[config.mk]
export PLATFORM = sky130hd
export DESIGN_NAME = pipe_stage_buf
export DESIGN_NICKNAME = d
export VERILOG_FILES = /design/src/rtl/pipe_stage_buf.sv
export SDC_FILE = /design/constraint.sdc
export NUM_CORES = 1
export LEC_CHECK = 0
export ABC_AREA = 0
export CAP_MARGIN = 25
export CORE_UTILIZATION = 45
export DETAILED_ROUTE_END_ITERATION = 16
export MAX_ROUTING_LAYER = met4
export PLACE_DENSITY = 0.83
export SYNTH_ARGS = -nofsm -noshare
export SYNTH_HDL_FRONTEND = slang
export SYNTH_SLANG_ARGS = --single-unit
[constraint.sdc]
create_clock -name clk -period 1.7 [get_ports clk]
set_input_delay 0.51 -clock clk [delete_from_list [all_inputs] [get_ports clk]]
set_output_delay 0.51 -clock clk [all_outputs]
set_load 0.01 [all_outputs]
[src/rtl/pipe_stage_buf.sv]
// pipe_stage_buf: pipeline-boundary register slice with valid/ready handshake,
// stall/flush control and an optional second (skid) entry. With the skid entry
// enabled, up_ready_o depends only on held state plus stall/flush, which breaks
// the combinational ready chain between stages.
module pipe_stage_buf #(
   parameter int unsigned       DATA_W     = 64,
   parameter int unsigned       CTRL_W     = 8,
   parameter logic [DATA_W-1:0] RST_DATA   = '0,
   parameter logic [DATA_W-1:0] FLUSH_DATA = '0,
   parameter bit                SKID_EN    = 1'b1
) (
   input  logic              clk,
   input  logic              rst_n,
   input  logic              up_valid_i,
   output logic              up_ready_o,
   input  logic [DATA_W-1:0] up_data_i,
   input  logic [CTRL_W-1:0] up_ctrl_i,
   input  logic              stall_i,
   input  logic              flush_i,
   output logic              dn_valid_o,
   input  logic              dn_ready_i,
   output logic [DATA_W-1:0] dn_data_o,
   output logic [CTRL_W-1:0] dn_ctrl_o,
   output logic              dn_flushed_o,
   output logic [1:0]        occupancy_o
);

   // State encoding doubles as the occupancy count.
   localparam logic [1:0] ST_EMPTY = 2'd0;
   localparam logic [1:0] ST_ONE   = 2'd1;
   localparam logic [1:0] ST_TWO   = 2'd2;

   logic [1:0]        state_q, state_d;
   logic [DATA_W-1:0] main_data_q, main_data_d;
   logic [CTRL_W-1:0] main_ctrl_q, main_ctrl_d;
   logic [DATA_W-1:0] skid_data_q, skid_data_d;
   logic [CTRL_W-1:0] skid_ctrl_q, skid_ctrl_d;
   logic              flushed_q, flushed_d;

   logic main_valid;
   logic skid_valid;
   logic up_fire;
   logic dn_fire;

   assign main_valid = (state_q != ST_EMPTY);
   assign skid_valid = (state_q == ST_TWO);

   // Ready: registered-style (skid) or pass-through (single entry).
   generate
      if (SKID_EN) begin : g_skid_ready
         assign up_ready_o = ~skid_valid & ~stall_i & ~flush_i;
      end else begin : g_pass_ready
         assign up_ready_o = ~stall_i & ~flush_i & (~main_valid | dn_ready_i);
      end
   endgenerate

   assign up_fire = up_valid_i & up_ready_o;
   assign dn_fire = main_valid & dn_ready_i & ~stall_i & ~flush_i;

   assign dn_valid_o   = main_valid;
   assign dn_data_o    = main_data_q;
   assign dn_ctrl_o    = main_valid ? main_ctrl_q : '0;
   assign dn_flushed_o = flushed_q;
   assign occupancy_o  = state_q;

   // Next-state: flush wins; stall needs no branch since it already blocks both fires.
   always_comb begin
      state_d     = state_q;
      main_data_d = main_data_q;
      main_ctrl_d = main_ctrl_q;
      skid_data_d = skid_data_q;
      skid_ctrl_d = skid_ctrl_q;
      flushed_d   = flushed_q;
      if (flush_i) begin
         state_d     = ST_EMPTY;
         main_data_d = FLUSH_DATA;
         main_ctrl_d = '0;
         flushed_d   = 1'b1;
      end else begin
         case (state_q)
            ST_EMPTY: begin
               if (up_fire) begin
                  state_d     = ST_ONE;
                  main_data_d = up_data_i;
                  main_ctrl_d = up_ctrl_i;
                  flushed_d   = 1'b0;
               end
            end
            ST_ONE: begin
               if (up_fire && dn_fire) begin
                  main_data_d = up_data_i;
                  main_ctrl_d = up_ctrl_i;
                  flushed_d   = 1'b0;
               end else if (up_fire) begin
                  // Only reachable with the skid entry; pass-through ready
                  // guarantees dn_fire whenever up_fire hits a full slot.
                  if (SKID_EN) begin
                     state_d     = ST_TWO;
                     skid_data_d = up_data_i;
                     skid_ctrl_d = up_ctrl_i;
                  end
               end else if (dn_fire) begin
                  state_d = ST_EMPTY;
               end
            end
            ST_TWO: begin
               if (dn_fire) begin
                  state_d     = ST_ONE;
                  main_data_d = skid_data_q;
                  main_ctrl_d = skid_ctrl_q;
                  flushed_d   = 1'b0;
               end
            end
            default: begin
               state_d = ST_EMPTY;
            end
         endcase
      end
   end

   // State registers with synchronous active-low reset.
   always_ff @(posedge clk) begin
      if (!rst_n) begin
         state_q     <= ST_EMPTY;
         main_data_q <= RST_DATA;
         main_ctrl_q <= '0;
         skid_data_q <= '0;
         skid_ctrl_q <= '0;
         flushed_q   <= 1'b0;
      end else begin
         state_q     <= state_d;
         main_data_q <= main_data_d;
         main_ctrl_q <= main_ctrl_d;
         skid_data_q <= skid_data_d;
         skid_ctrl_q <= skid_ctrl_d;
         flushed_q   <= flushed_d;
      end
   end

endmodule

# ---- Yosys cells after proc, flatten, opt, wreduce, memory -nomap -nowiden
# Index checks and enable logic that the tools add are counted.
dict set report op_classes {
  n_reduce_logical 10
  div 0
  multipliers 0
  addsub 0
  n_shift 0
  n_mux 20
  bitwise_logic 11
  eq_ne 10
  magnitude_cmp 0
}
# cell n
set ops {}
lappend ops {{two-way mux 64 bit} 3}
lappend ops {{one-hot mux 64 bit (3 select lines)} 1}
lappend ops {{two-way mux 8 bit} 4}
lappend ops {{one-hot mux 8 bit (3 select lines)} 1}
lappend ops {{AND reduction 4 bit} 4}
lappend ops {{two-way mux 2 bit} 5}
lappend ops {{inequality test 3 bit, second input constant} 3}
lappend ops {{AND 1 bit} 6}
lappend ops {{inequality test 2 bit, second input constant} 3}
lappend ops {{one-hot mux 2 bit (3 select lines)} 1}
lappend ops {{NOT 1 bit} 5}
lappend ops {{two-way mux 1 bit} 4}
lappend ops {{nonzero test 4 bit} 1}
lappend ops {{inequality test 3 x 2 -> 1 bit, second input constant} 1}
lappend ops {{one-hot mux 1 bit (3 select lines)} 1}
lappend ops {{nonzero test 3 bit} 1}
lappend ops {{equality test 2 x 1 -> 1 bit, second input constant} 1}
lappend ops {{equality test 2 bit, second input constant} 1}
lappend ops {{zero test 2 bit} 1}
lappend ops {{inequality test 2 x 1 -> 1 bit, second input constant} 1}
lappend ops {{nonzero test 2 bit} 1}
lappend ops {{OR reduction 2 bit} 1}
lappend ops {{logical AND 1 bit} 1}
dict set report word_totals {
  latch_bits 0
  rom_bits 0
  out_inout_bits 77
  word_cells 57
  ram_bits 0
  input_bits 78
  memories 0
  ff_bits 147
}

# ---- Longest topological paths before layout
dict set report depth {
  depth_word 9
  ltp_mapped 6
  depth_no_buf 4
}

# ---- Worst setup path after synthesis
# OpenSTA, ideal clock, no wires.
dict set report synth_path {
  path_type {input port to output port}
  start {in flush_i}
  end {out up_ready_o}
  path_buffers 2
  arrival_ns 1.303
  t_required_ns 1.190
  stages 4
  slack_ns -0.113
  cell_sequence {nor2_2 > buf_4 > clkbuf_1 > and2_1}
}
dict set report synth_via {
  elab_chain_len 2
}
# item line_no
set synth_lines {}
lappend synth_lines {{start, declared} 19} ;# input logic flush_i,
lappend synth_lines {{NOT 1 bit (no source line)} -}
lappend synth_lines {{AND 1 bit} 51} ;# assign up_ready_o = ~skid_valid & ~stall_i & ~flush_i;
lappend synth_lines {{end, declared} 15} ;# output logic up_ready_o,
# No other way between the ends.

# ---- Worst setup path in the final report
dict set report layout_path {
  start {reg state_q[1] (netlist: occupancy_o[1])}
  end {out dn_ctrl_o[0]}
}
dict set report layout_via {
  elab_chain_len 2
}
# item line_no
set layout_lines {}
lappend layout_lines {{start, declared} 33} ;# logic [1:0] state_q, state_d;
lappend layout_lines {{start signal, assigned} 131} ;# state_q <= state_d;
lappend layout_lines {{nonzero test 2 bit} 45} ;# assign main_valid = (state_q != ST_EMPTY);
lappend layout_lines {{two-way mux 8 bit} 62} ;# assign dn_ctrl_o = main_valid ? main_ctrl_q : '0;
lappend layout_lines {{end, declared} 23} ;# output logic [CTRL_W-1:0] dn_ctrl_o,
# No other way between the ends.

==> summary.md <==
| Metric | Value |
|---|---|
| Status | `complete, but fails checks` |
| Failing checks | `negative setup slack` |
| DRC | `0` |
| Total grt overflow | `0` |
| Sequential share of the synthesized area | `45.0%` |
| Final setup viols | `28` |
| CP arrival | `1.25 ns` |
| Critical path class | `reg -> out` |
| Final Hold Viols | `0` |
| Clock-pin slew on the worst setup and hold paths | `0.06 ns` |
| Fmax | `0.569 GHz` |
| CP Max Fanout | `9` |
| Pin count of the biggest net entering global routing | `74` |
| Initial drt markers | `396` |
| WHS Path Cells | `2` |
| R2R depth | `8` |
| Initial antenna violation count | `0` |
| Worst slew margin | `63.1%` |
| Clk buf depth | `2` |
| CTS tree | `done` |
| Number of I/O pins | `155` |
| Post-CTS Hold Buffers | `0` |
| VDD IR max | `0.000659 V` |
| DIE AREA | `15000 um2` |
| WP data required | `1.19 ns` |
| Die Y | `123 um` |
| PortBufs | `154` |
| Startpoint types | `flop` |
| GPL Wtd Cong | `0.776` |
| Routed wire per std cell | `17.4 um` |
| Drt total wl | `17800 um` |
| Final period utilization | `103%` |
| Slew Limit Fails | `0` |
| GRT Total Usage | `23.3%` |
| Clock root buffer master | `clkbuf_16` |
| Yosys reg bits | `147` |
| Routed Antenna Nets | `0` |
| Placed cell count | `979` |
| Avg Synthesized Cell Area | `9.68 um2` |
| Crit end category | `output port` |
| Top_reg_cell synth | `dfxtp_1` |
| Actual slew at the worst max-slew pin | `0.554 ns` |
| Starting Density | `46.6%` |
| Mapped Area | `6540 um2` |
| EDFF count, synth | `0` |
| Clk_lat worst skew | `0.42 ns` |
| Layout cells sized above 1 | `21.0%` |
| Synth top area share | `45.0%` |
| Routed via count | `5579` |
| Max-cap violations | `0` |
| Post-synth ARST share | `0%` |
| Worst Skew | `0.00620 ns` |
| Setup ws final | `-0.0573 ns` |
| Worst Hold Class | `reg -> reg` |
| Core Region | `14000 um2` |
| Dpl hpwl | `10100 um` |
| H-tree levels | `4` |
| Post-layout net count | `913` |
| Antenna Cells | `0` |
| Syn Inst Count | `676` |
| Cts bufs inserted | `17` |
| YS warnings | `0` |
| Yosys cell types | `25` |
| Mapped Nets | `754` |
| Vias in the first global route | `5385` |
| CTS sink count | `147` |
| Die width | `123 um` |
| Total power | `7.87 mW` |
| Top post-synthesis cells by area | `dfxtp_1, a211oi_2, mux2i_1` |
| RSZ-0062 raised after global routing | `yes` |
| Leakage | `3.91 nW` |
| # rows | `43` |
| Synth area leader | `dfxtp_1` |
| Power per cell area | `860 nW/um2` |
| First-pass GRT wire length | `26500 um` |
| Crit path time final | `1.76 ns` |
| Vias/cell | `5.43` |
| Area delta synth->final | `39.8%` |
| DRT Pass-1 Iters | `4` |
| Fin cells | `1028` |
-- metal layers --
metal	up-vias	routed length (um)	track usage, %
li1	2692	-	-
met1	2718	7920	27.1
met2	146	8760	38.8
met3	23	858	5.62
met4	0	302	8.54
met5	-	0	-
-- where the power goes --
part,internal [mW],leakage [nW],switching (mW),total [mW]
sequential,3.49,1.19,0.0235,3.51
clock,2.04,0.265,1.47,3.52
combinational,0.429,2.46,0.412,0.841
-- logic make-up after synthesis --
group                     after synthesis  synth area share, %
muxes                                  72                 11.0
xor gates and xnor gates                1                0.134
DFF                                   147                 45.0
AOI/OAI and AO/OA                     221                 27.9
and+or+nand+nor                       171                 10.7
buffers and inverters                  64                 5.28
-- layout by cell type (no fill, tap or decap), drive strengths merged --
cell and n:
a2111oi 1, a211oi 72, a21boi 72, a21oi 74, and2 3, and4b 1
buf 52, bufinv 1, clkbuf 27, clkdlybuf4s15 1, clkdlybuf4s50 74, clkinv 7
clkinvlp 4, dfxtp 147, dlygate4sd2 67, inv 2, mux2i 72, nand2 148
nand2b 3, nand3b 1, nand4b 1, nor2 5, nor2b 10, o21ai 2
xor2 1
-- cell usage after synthesis, types with 2 or more instances --
cell type and number:
a21oi_1 74, nor2_1 4, a211oi_2 69, nand2_1 148, clkbuf_1 28, buf_4 2, nand2b_1 3, buf_2 24
mux2i_1 72, nor2b_1 9, dfxtp_1 147, a21boi_1 72, buf_6 9, and2_1 2, a211oi_1 3
-- worst max-delay path, cell delays in order (launching register included) --
cell	delay, ns
dfxtp_2	0.36
nor2_4	0.05
buf_12	0.14
nor2b_2	0.13
buf_2	0.14
-- sequential cells by signal, summed over array words and instances, names as in the netlist --
| signal | cells |
|---|---|
| skid_data_q | 64 |
| skid_ctrl_q | 8 |
| occupancy_o | 2 |
| dn_flushed_o | 1 |
| main_ctrl_q | 8 |
| dn_data_o | 64 |
-- layout make-up --
cell class | instances | area, um2
Clock buffer | 19 | 443
Multi-Input combinational cell | 466 | 3330
Clock inverter | 13 | 111
Fill cell | 1145 | 4890
Timing Repair Buffer | 202 | 2090
Sequential cell | 147 | 2950
Tap cell | 180 | 225
Inverter | 1 | 3.75
-- path summary, 6_finish.rpt --
check | start | to | slack [ns]
worst max-delay path | occupancy_o[1] | dn_ctrl_o[0] | -0.06
worst min-delay path | dn_flushed_o | dn_flushed_o | 0.45
worst max register to register | occupancy_o[1] | dn_data_o[39] | -0.02
worst min register to register | dn_flushed_o | dn_flushed_o | 0.45
-- through the flow --
step | setup TNS (ns) | setup slack (ns) | util, % | cell area, um2 | hold slack [ns]
after floorplan | 0 | 0.0109 | - | 6550 | 0.434
after global placement | -56.59 | -0.553 | 59.7 | 8380 | 0.439
after detailed placement | -60.54 | -0.552 | 59.7 | 8380 | 0.444
after CTS | -1.60 | -0.192 | 62.9 | 8840 | 0.440
after global routing | -3.29 | -0.0899 | 65.2 | 9150 | 0.458
final | -0.396 | -0.0573 | 65.2 | 9150 | 0.449
-- timing repair --
item | CTS | global route
pin swaps | 0 | 33
cloned | 0 | 10
gates resized for setup | 91 | 51
hold endpoints to repair | 0 | 0
setup buffers | 0 | 7
setup endpoints to repair | 119 | 30
Note: power is estimated with default switching activity, not from simulation.
